===== src/rtl/fifo_arb_pkg.sv =====
// Shared constants and helpers for the FIFO write arbiter and its round-robin picker.
// The credit width function sizes a counter that must hold 0..ENT_NUM inclusive.
package fifo_arb_pkg;

    localparam int DEF_REQ_NUM   = 4;
    localparam int DEF_ENT_NUM   = 4;
    localparam int DEF_DATA_SIZE = 32;
    localparam int STALL_CNT_W   = 16;

    function automatic int credit_w(input int ent_num);
        return $clog2(ent_num + 1);
    endfunction

endpackage


===== src/rtl/DFFRE.sv =====
// Library enable flop with asynchronous active-low reset to a parameterised value.
// Latency: one cycle; q holds whenever en is low.
module DFFRE #(
    parameter int           W       = 1,
    parameter logic [W-1:0] RST_VAL = '0
) (
    input  logic         clk,
    input  logic         rst_n,
    input  logic         en,
    input  logic [W-1:0] d,
    output logic [W-1:0] q
);

    always_ff @(posedge clk or negedge rst_n) begin
        if (!rst_n) begin
            q <= RST_VAL;
        end else if (en) begin
            q <= d;
        end
    end

endmodule


===== src/rtl/rr_arb_lib.sv =====
// Purely combinational one-hot round-robin picker: highest priority is last_ptr+1, wrapping.
// Zero latency; no state, so it can be shared by any arbiter that owns its own pointer.
module rr_arb_lib #(
    parameter int N  = 4,
    parameter int PW = 2
) (
    input  logic [N-1:0]  req,
    input  logic [PW-1:0] last_ptr,
    output logic [N-1:0]  gnt
);

    logic [PW-1:0] idx;
    logic          found;

    always_comb begin
        gnt   = '0;
        found = 1'b0;
        idx   = '0;
        for (int k = 1; k <= N; k++) begin
            idx = PW'((int'(last_ptr) + k) % N);
            if (!found && req[idx]) begin
                gnt[idx] = 1'b1;
                found    = 1'b1;
            end
        end
    end

endmodule


===== src/rtl/fifo_wr_arbiter.sv =====
// Round-robin arbiter pushing into a credited FIFO; grant is same-cycle combinational.
// Never pushes with zero credits; a pop at full credit with no push sets sticky credit_err.
// Optional FIFO_WR_ARB_STALL_CNT_EN adds a saturating stall_cnt output.
module fifo_wr_arbiter
    import fifo_arb_pkg::*;
#(
    parameter int REQ_NUM   = DEF_REQ_NUM,
    parameter int ENT_NUM   = DEF_ENT_NUM,
    parameter int DATA_SIZE = DEF_DATA_SIZE
) (
    input  logic                           clk,
    input  logic                           rst_n,
    input  logic [REQ_NUM-1:0]             req_vld,
    input  logic [REQ_NUM*DATA_SIZE-1:0]   req_data,
    output logic [REQ_NUM-1:0]             req_gnt,
    output logic                           fifo_in_vld,
    output logic [DATA_SIZE-1:0]           fifo_in_data,
    input  logic                           fifo_pop,
    output logic [credit_w(ENT_NUM)-1:0]   credit_cnt,
`ifdef FIFO_WR_ARB_STALL_CNT_EN
    output logic [STALL_CNT_W-1:0]         stall_cnt,
`endif
    output logic                           credit_err
);

    localparam int             CW       = credit_w(ENT_NUM);
    localparam int             PW       = (REQ_NUM > 1) ? $clog2(REQ_NUM) : 1;
    localparam logic [CW-1:0]  CRED_MAX = CW'(ENT_NUM);
    localparam logic [PW-1:0]  PTR_RST  = PW'(REQ_NUM - 1);

    logic [PW-1:0]      last_ptr;
    logic [PW-1:0]      gnt_idx;
    logic [REQ_NUM-1:0] pick;
    logic               push;
    logic               underflow;
    logic               cred_en;
    logic [CW-1:0]      cred_nxt;

    rr_arb_lib #(
        .N  (REQ_NUM),
        .PW (PW)
    ) u_rr_arb (
        .req      (req_vld),
        .last_ptr (last_ptr),
        .gnt      (pick)
    );

    // A pop seen at zero credit only takes effect next cycle, so gating on the registered count suffices.
    assign req_gnt     = (rst_n && (credit_cnt != '0)) ? pick : '0;
    assign fifo_in_vld = |req_gnt;
    assign push        = fifo_in_vld;

    always_comb begin
        gnt_idx      = '0;
        fifo_in_data = '0;
        for (int i = 0; i < REQ_NUM; i++) begin
            if (req_gnt[i]) begin
                gnt_idx = gnt_idx | PW'(i);
            end
            fifo_in_data = fifo_in_data | (req_data[i*DATA_SIZE +: DATA_SIZE] & {DATA_SIZE{req_gnt[i]}});
        end
    end

    assign underflow = fifo_pop && !push && (credit_cnt == CRED_MAX);
    assign cred_en   = (push != fifo_pop) && !underflow;
    assign cred_nxt  = push ? (credit_cnt - CW'(1)) : (credit_cnt + CW'(1));

    DFFRE #(.W(CW), .RST_VAL(CRED_MAX)) u_credit_ff (
        .clk   (clk),
        .rst_n (rst_n),
        .en    (cred_en),
        .d     (cred_nxt),
        .q     (credit_cnt)
    );

    DFFRE #(.W(PW), .RST_VAL(PTR_RST)) u_ptr_ff (
        .clk   (clk),
        .rst_n (rst_n),
        .en    (push),
        .d     (gnt_idx),
        .q     (last_ptr)
    );

    DFFRE #(.W(1), .RST_VAL(1'b0)) u_err_ff (
        .clk   (clk),
        .rst_n (rst_n),
        .en    (underflow),
        .d     (1'b1),
        .q     (credit_err)
    );

`ifdef FIFO_WR_ARB_STALL_CNT_EN
    logic stall_en;

    assign stall_en = (|req_vld) && (credit_cnt == '0) && (stall_cnt != {STALL_CNT_W{1'b1}});

    DFFRE #(.W(STALL_CNT_W), .RST_VAL('0)) u_stall_ff (
        .clk   (clk),
        .rst_n (rst_n),
        .en    (stall_en),
        .d     (stall_cnt + STALL_CNT_W'(1)),
        .q     (stall_cnt)
    );
`endif

endmodule


===== config.mk =====
export PLATFORM = sky130hd
export DESIGN_NAME = fifo_wr_arbiter
export DESIGN_NICKNAME = d
export VERILOG_FILES = /design/src/rtl/fifo_arb_pkg.sv /design/src/rtl/DFFRE.sv /design/src/rtl/rr_arb_lib.sv /design/src/rtl/fifo_wr_arbiter.sv
export SDC_FILE = /design/constraint.sdc
export NUM_CORES = 1
export LEC_CHECK = 0
export CAP_MARGIN = 40
export CORE_ASPECT_RATIO = 1.4
export CORE_UTILIZATION = 27
export DETAILED_ROUTE_END_ITERATION = 16
export PLACE_DENSITY = 0.81
export SYNTH_ARGS = -nofsm -noshare
export SYNTH_HDL_FRONTEND = slang
export SYNTH_SLANG_ARGS = --single-unit
export TNS_END_PERCENT = 50

===== constraint.sdc =====
create_clock -name clk -period 4.88 [get_ports clk]
set_input_delay 0.488 -clock clk [delete_from_list [all_inputs] [get_ports clk]]
set_output_delay 0.488 -clock clk [all_outputs]
set_load 0.01 [all_outputs]

; After elaboration in Yosys (flattened, before gate mapping)
; Cells that the tools add are included.
; Widths: inputs -> output; s select.
[op_classes]
add_sub_neg = 6
n_lt_le_gt_ge = 8
n_eq_ne = 2
muxes = 28
n_bitwise = 10
reduce_logical = 18
[op_table]
columns = op, count
row1 = $and 32x32->32, 4
row2 = $or 32x32->32, 3
row3 = $mux 4, 5
row4 = $lt 2x3->1 const B, 4
row5 = $mux 1, 12
row6 = $or 4x4->4, 3
row7 = $logic_and 1x1->1, 11
row8 = $bmux 1 s2, 4
row9 = $demux 1 s2, 4
row10 = $ge 2x1->1 const B, 4
row11 = $logic_not 1->1, 5
row12 = $add 2x1->2 const B, 2
row13 = $add 2x2->2 const B, 2
row14 = $mux 2, 2
row15 = $reduce_or 4->1, 1
row16 = $add 3x1->3 const B, 1
row17 = $eq 3x3->1 const B, 1
row18 = $mux 3, 1
row19 = $reduce_bool 3->1, 1
row20 = $sub 3x1->3 const B, 1
row21 = $ne 1x1->1, 1
[totals]
register_bits = 6
output_inout_bits = 41
word_cells = 75

; Logic depth before layout (Yosys ltp)
[logic_depth]
word_depth = 20
mapped_depth = 13
ltp_nobuf = 12

; By module
; Synthesis repeated with hierarchy kept, for this count alone.
[hier_totals]
cells_unflattened = 196
area_unflattened_um2 = 1520.2
[modules_own_cells]
columns = mod, n_inst, cells_per_inst, area_each_um2, seq_area_each_um2
row1 = fifo_wr_arbiter, 1, 146, 937.1, 0.0
row2 = rr_arb_lib, 1, 38, 357.8, 0.0
row3 = DFFRE at u_credit_ff, 1, 6, 110.1, 76.3
row4 = DFFRE at u_ptr_ff, 1, 4, 75.1, 52.6
row5 = DFFRE at u_err_ff, 1, 2, 40.0, 25.0

; Worst setup path before layout
; OpenSTA, ideal clock, no wires.
[synth_path]
path_kind = reg2reg
from = register u_ptr_ff.q[0]
to = register u_credit_ff.q[2]
t_arrival_ns = 3.584
slack_ns = 1.218
path_stages_with_launch = 14
path_buffers = 1
period_less_slack_ns = 3.662
cell_sequence = dfstp_2 inv_1 ha_1 mux4_2 and2b_1 a22o_1 a211o_1 buf_6 nor4_4 xnor2_1 ha_1 or3_1 o22a_1 o22ai_1
[synth_via]
elab_chain_cells = 20
[synth_lines]
columns = element, line
row1 = start: declaration, DFFRE.sv:11  ; output logic [W-1:0] q
row2 = start signal: assignment, DFFRE.sv:16  ; q <= RST_VAL;
row3 = start signal: assignment, DFFRE.sv:18  ; q <= d;
row4 = branches (longest 12 deep; another with $lt 2x3->1), n/a
row5 = $mux 4 *, rr_arb_lib.sv:21  ; if (!found && req[idx]) begin
row6 = $mux 4 *, fifo_wr_arbiter.sv:49  ; assign req_gnt = (rst_n && (credit_cnt != '0)) ? pick : '0;
row7 = $reduce_or 4->1 *, fifo_wr_arbiter.sv:50  ; assign fifo_in_vld = |req_gnt;
row8 = $logic_not 1->1, fifo_wr_arbiter.sv:64  ; assign underflow = fifo_pop && !push && (credit_cnt == CRED_MAX);
row9 = $logic_and 1x1->1 (2 in a row), fifo_wr_arbiter.sv:64
row10 = $logic_not 1->1, fifo_wr_arbiter.sv:65  ; assign cred_en = (push != fifo_pop) && !underflow;
row11 = $logic_and 1x1->1, fifo_wr_arbiter.sv:65
row12 = end signal: assignment, DFFRE.sv:16
row13 = end signal: assignment, DFFRE.sv:18
row14 = end: declaration, DFFRE.sv:11
; Every way passes the cells marked *. The select of a mux whose other input is x is not followed.
; A chain may end at the register's enable or synchronous reset.

; Worst setup path after layout
[layout_path]
from = register u_ptr_ff.q[0]
to = output port fifo_in_data[26]
[layout_via]
elab_chain_cells = 18
[layout_lines]
columns = element, line
row1 = branches (longest 12 deep; another with $lt 2x3->1), n/a
row2 = $mux 4 *, rr_arb_lib.sv:21
row3 = $mux 4 *, fifo_wr_arbiter.sv:49
row4 = $and 32x32->32, fifo_wr_arbiter.sv:60  ; fifo_in_data = fifo_in_data | (req_data[i*DATA_SIZE +: DATA_SIZE] & {DATA_SIZE{req_gnt[i]}});
row5 = $or 32x32->32 (2 in a row), fifo_wr_arbiter.sv:60
row6 = $or 32x32->32 *, fifo_wr_arbiter.sv:60
row7 = end: declaration, fifo_wr_arbiter.sv:17  ; output logic [DATA_SIZE-1:0] fifo_in_data,
; Marked as above.

==> metrics.md <==
| Metric | Value |
|---|---|
| Status | finished, final reports clean |
| Hold Path Class | reg2reg |
| # IOs | 176 |
| Post-Synth Adder-Cell Area | 0.07944 |
| Mean Syn Cell Area | 7.501 um^2 |
| Kind of critical path | reg2out |
| Crit share post-route | 0.8819 |
| Largest net degree at the start of global routing | 25 |
| Synth Area in XOR/XNOR | 0.01236 |
| Grt total ovfl | 0 |
| Worst Path Required | 4.39 ns |
| Worst Tran Pin Value | between 0.6 and 0.7 ns |
| Max-cap viol count | 0 |
| Hold buffer count at CTS | 0 |
| Arrival @ worst endpoint | 3.82 ns |
| P per Cell Area | just under 600 mW/mm^2 |
| Die area | 0.005548 mm^2 |
| Area Growth Syn to Fin | 132.2% |
| Initial Util | 0.2861 |
| Critical Path, Cell by Cell | inv_1 -> ha_1 -> mux4_2 -> and2b_1 -> a22o_1 -> a211o_1 -> buf_12 -> a22oi_1 -> nand2_1 -> clkdlybuf4s50_1 |
| Peak VDD IR | around 0.29 mV |
| Async set-reset flop share out of synthesis | 1.000 |
| Area leader, netlist | a22oi_1 |
| Peak Freq | 232.4 MHz |
| Tot GR Track Use | 0.2660 |
| First-pass GRT wire length | approximately 11000 um |
| Filler cells | 454 |
| Minimum clock period | between 4 and 5 ns |
| FP Rows | 30 |
| PortBufs | 175 |
| RSZ-0062 raised after global routing | false |
| Post-route cell area | 0.003292 mm^2 |
| Mux cell area share after synthesis | 0.07414 |
| Post-Syn Nets | 333 |
| Post-CTS setup buffers | 0 |
| Worst Skew | 0.003538 ns |
| Worst hold path startpoint | u_err_ff.q |
| Drt pass-1 iters | 4 |
| Drt via density | approximately 5.3 |
| Post-Synth Simple-Gate Area | 0.2215 |
| Crit. Startpoint | u_ptr_ff.q[0] |
| Via count | ~2.2k |
| Worst-path clk slew | 0.04 ns |
| Vias in the first global route | around 2.3k |
| Post-route setup TNS | 0 ns |
| Worst stage delay on the critical path | 0.65 ns |
| CP endpoint kind | output pin |
| Antenna violations before repair | 0 |
| H-tree depth | 1 |
| Per-cell routed wire length | ~18 um |
| Synthesized cell area | 0.001418 mm^2 |
| Die Y | 87.74 um |
| Sink count of the clock tree | 6 |
| Fin. max-slew vios | 0 |
| Reg area | between 150 and 200 um^2 |
| Final GP Congestion | between 0.8 and 0.9 |
| Cell variety after synth | 36 |
| Clk Latency, worst-skew pair | 0.23 ns |
| Top_reg_cell synth | dfstp_2 |
| Area share of the leading cell type in the synthesized netlist | 0.3495 |
| Multi-input logic area | 0.001170 mm^2 |
| Antenna cells | 0 |
| # setup viols final | 0 |
| Post-synthesis compound-gate area fraction | 0.4378 |
| Die X | 63.24 um |
| Placement-stage cell area | 0.003247 mm^2 |
| Initial DRC Count | roughly 120 |
| #FFs+latches synth | 6 |
| WL final | 7514 um |
| Worst setup SP type | register |
| CP max stage cell | dfstp_2 |
| Area contributors post-synth | a22oi_1 (35%), nand2_1 (8.7%), ha_1 (7.9%), dfstp_2 (5.6%), dfrtp_1 (5.3%) |
| Largest family of logic cells by synthesized area | compound AO/OA/AOI/OAI gates |
| Root Buffer Master | clkbuf_8 |
| Worst-path fanout max | 22 |
| Post-CTS Resized | 0 |
| Syn. warnings | 0 |
| Share of layout cells above drive strength 1 | 0.06111 |
| Final #Nets | 505 |
| Final Hold Viols | 0 |
| Most common cell in the synthesized netlist | a22oi_1 |
| Synth top cells by count | a22oi_1 (66), nand2_1 (33), clkbuf_1 (13), ha_1 (9), nand3_1 (6) |
| TritonCTS buffer count | 3 |
| DRC viols | 0 |
| CTS Buffer Depth | 2 |
| EDFF count, synth | 0 |
| Final HPWL DP | 6091 um |
| Routed Antenna Nets | 0 |
| CTS tree | done |
| Sequential area share after synthesis | 0.1086 |
| Slew Limit Headroom | 0.5646 |
| Cells after Synth | 189 |
| Core Region | 0.004955 mm^2 |
| Leak | 1.350 nW |
| Worst r2r src | u_ptr_ff.q[0] |
-- per-layer routing --
metal	share of wire	GRT usage
met5	0	0
met4	0.016	0.08471
met1	0.40	0.3196
met2	0.50	0.4614
met3	0.087	0.06901
-- layout by cell type, fill, tap and decap left out, types with 4 or more instances in the layout --
cell	instances
and3_1	4
buf_4	7
nand3_1	6
a21oi_1	5
nand2_1	33
a22oi_1	66
nor2b_1	4
inv_1	5
ha_1	9
or3_1	4
clkdlybuf4s50_1	175
-- final cells by class --
type,instances,area share
Clock buffer,4,0.01368
Inverter,5,0.005701
Multi-Input combinational cell,162,0.3554
Sequential cell,6,0.04675
Tap cell,64,0.02433
Timing Repair Buffer,183,0.5542
-- kinds of logic (layout without fill, tap and decap cells) --
| logic type | Yosys count | in the layout |
|---|---|---|
| AO/OA/AOI/OAI | 84 | 84 |
| AND/OR/NAND/NOR | 62 | 62 |
| buffers and inverters | 21 | 192 |
| adder cells (fa/ha/maj) | 9 | 9 |
| flip-flops | 6 | 6 |
| multiplexers | 5 | 5 |
| XOR/XNOR | 2 | 2 |
-- worst max-delay path, delay by kind of cell, from the launching register on --
kind	cells	cell delay, ns
adder cells (fa/ha/maj)	1	0.37
flip-flops	1	0.65
AO/OA/AOI/OAI	3	0.99
multiplexers	1	0.32
AND/OR/NAND/NOR	2	0.30
buffers and inverters	3	0.95
-- sequential cells by signal (all words and copies together), names as in the netlist --
register       flops
u_ptr_ff.q         2
u_err_ff.q         1
u_credit_ff.q      3
-- final timing paths --
path | slack [ns] | cells past startpoint | endpoint
max in group asynchronous | 4.05 | 1 | u_credit_ff.q[2]
setup reg to reg | 0.78 | 13 | u_credit_ff.q[2]
hold / removal | 0.49 | 1 | u_err_ff.q
min in group asynchronous | 0.53 | 1 | u_err_ff.q
hold reg to reg | 0.49 | 1 | u_err_ff.q
setup / recovery | 0.58 | 10 | fifo_in_data[26]
-- metrics by stage --
step                utilization  hold slack [ns]  instances  setup WS [ns]   power, W
finish                   0.6644           0.4935        424         0.5765   0.001908
global route             0.6644           0.5201        424         0.3891   0.002070
CTS                      0.6644           0.4976        424         0.5650   0.001917
detailed placement       0.6553           0.4888        420         0.8226   0.001817
global placement         0.6553           0.4840        420         0.8562   0.001793
floorplan                     -           0.1924        189          1.218  0.0009933
-- power breakdown --
| part | switching (W) | total (W) | internal, W | leakage [nW] |
|---|---|---|---|---|
| logic | 0.000767 | 0.00168 | 0.000913 | 1.26 |
| clock network | 0.0000263 | 0.0000829 | 0.0000566 | 0.0228 |
| registers | 0.0000536 | 0.000144 | 0.0000905 | 0.0649 |
(Power assumes the default switching activity.)
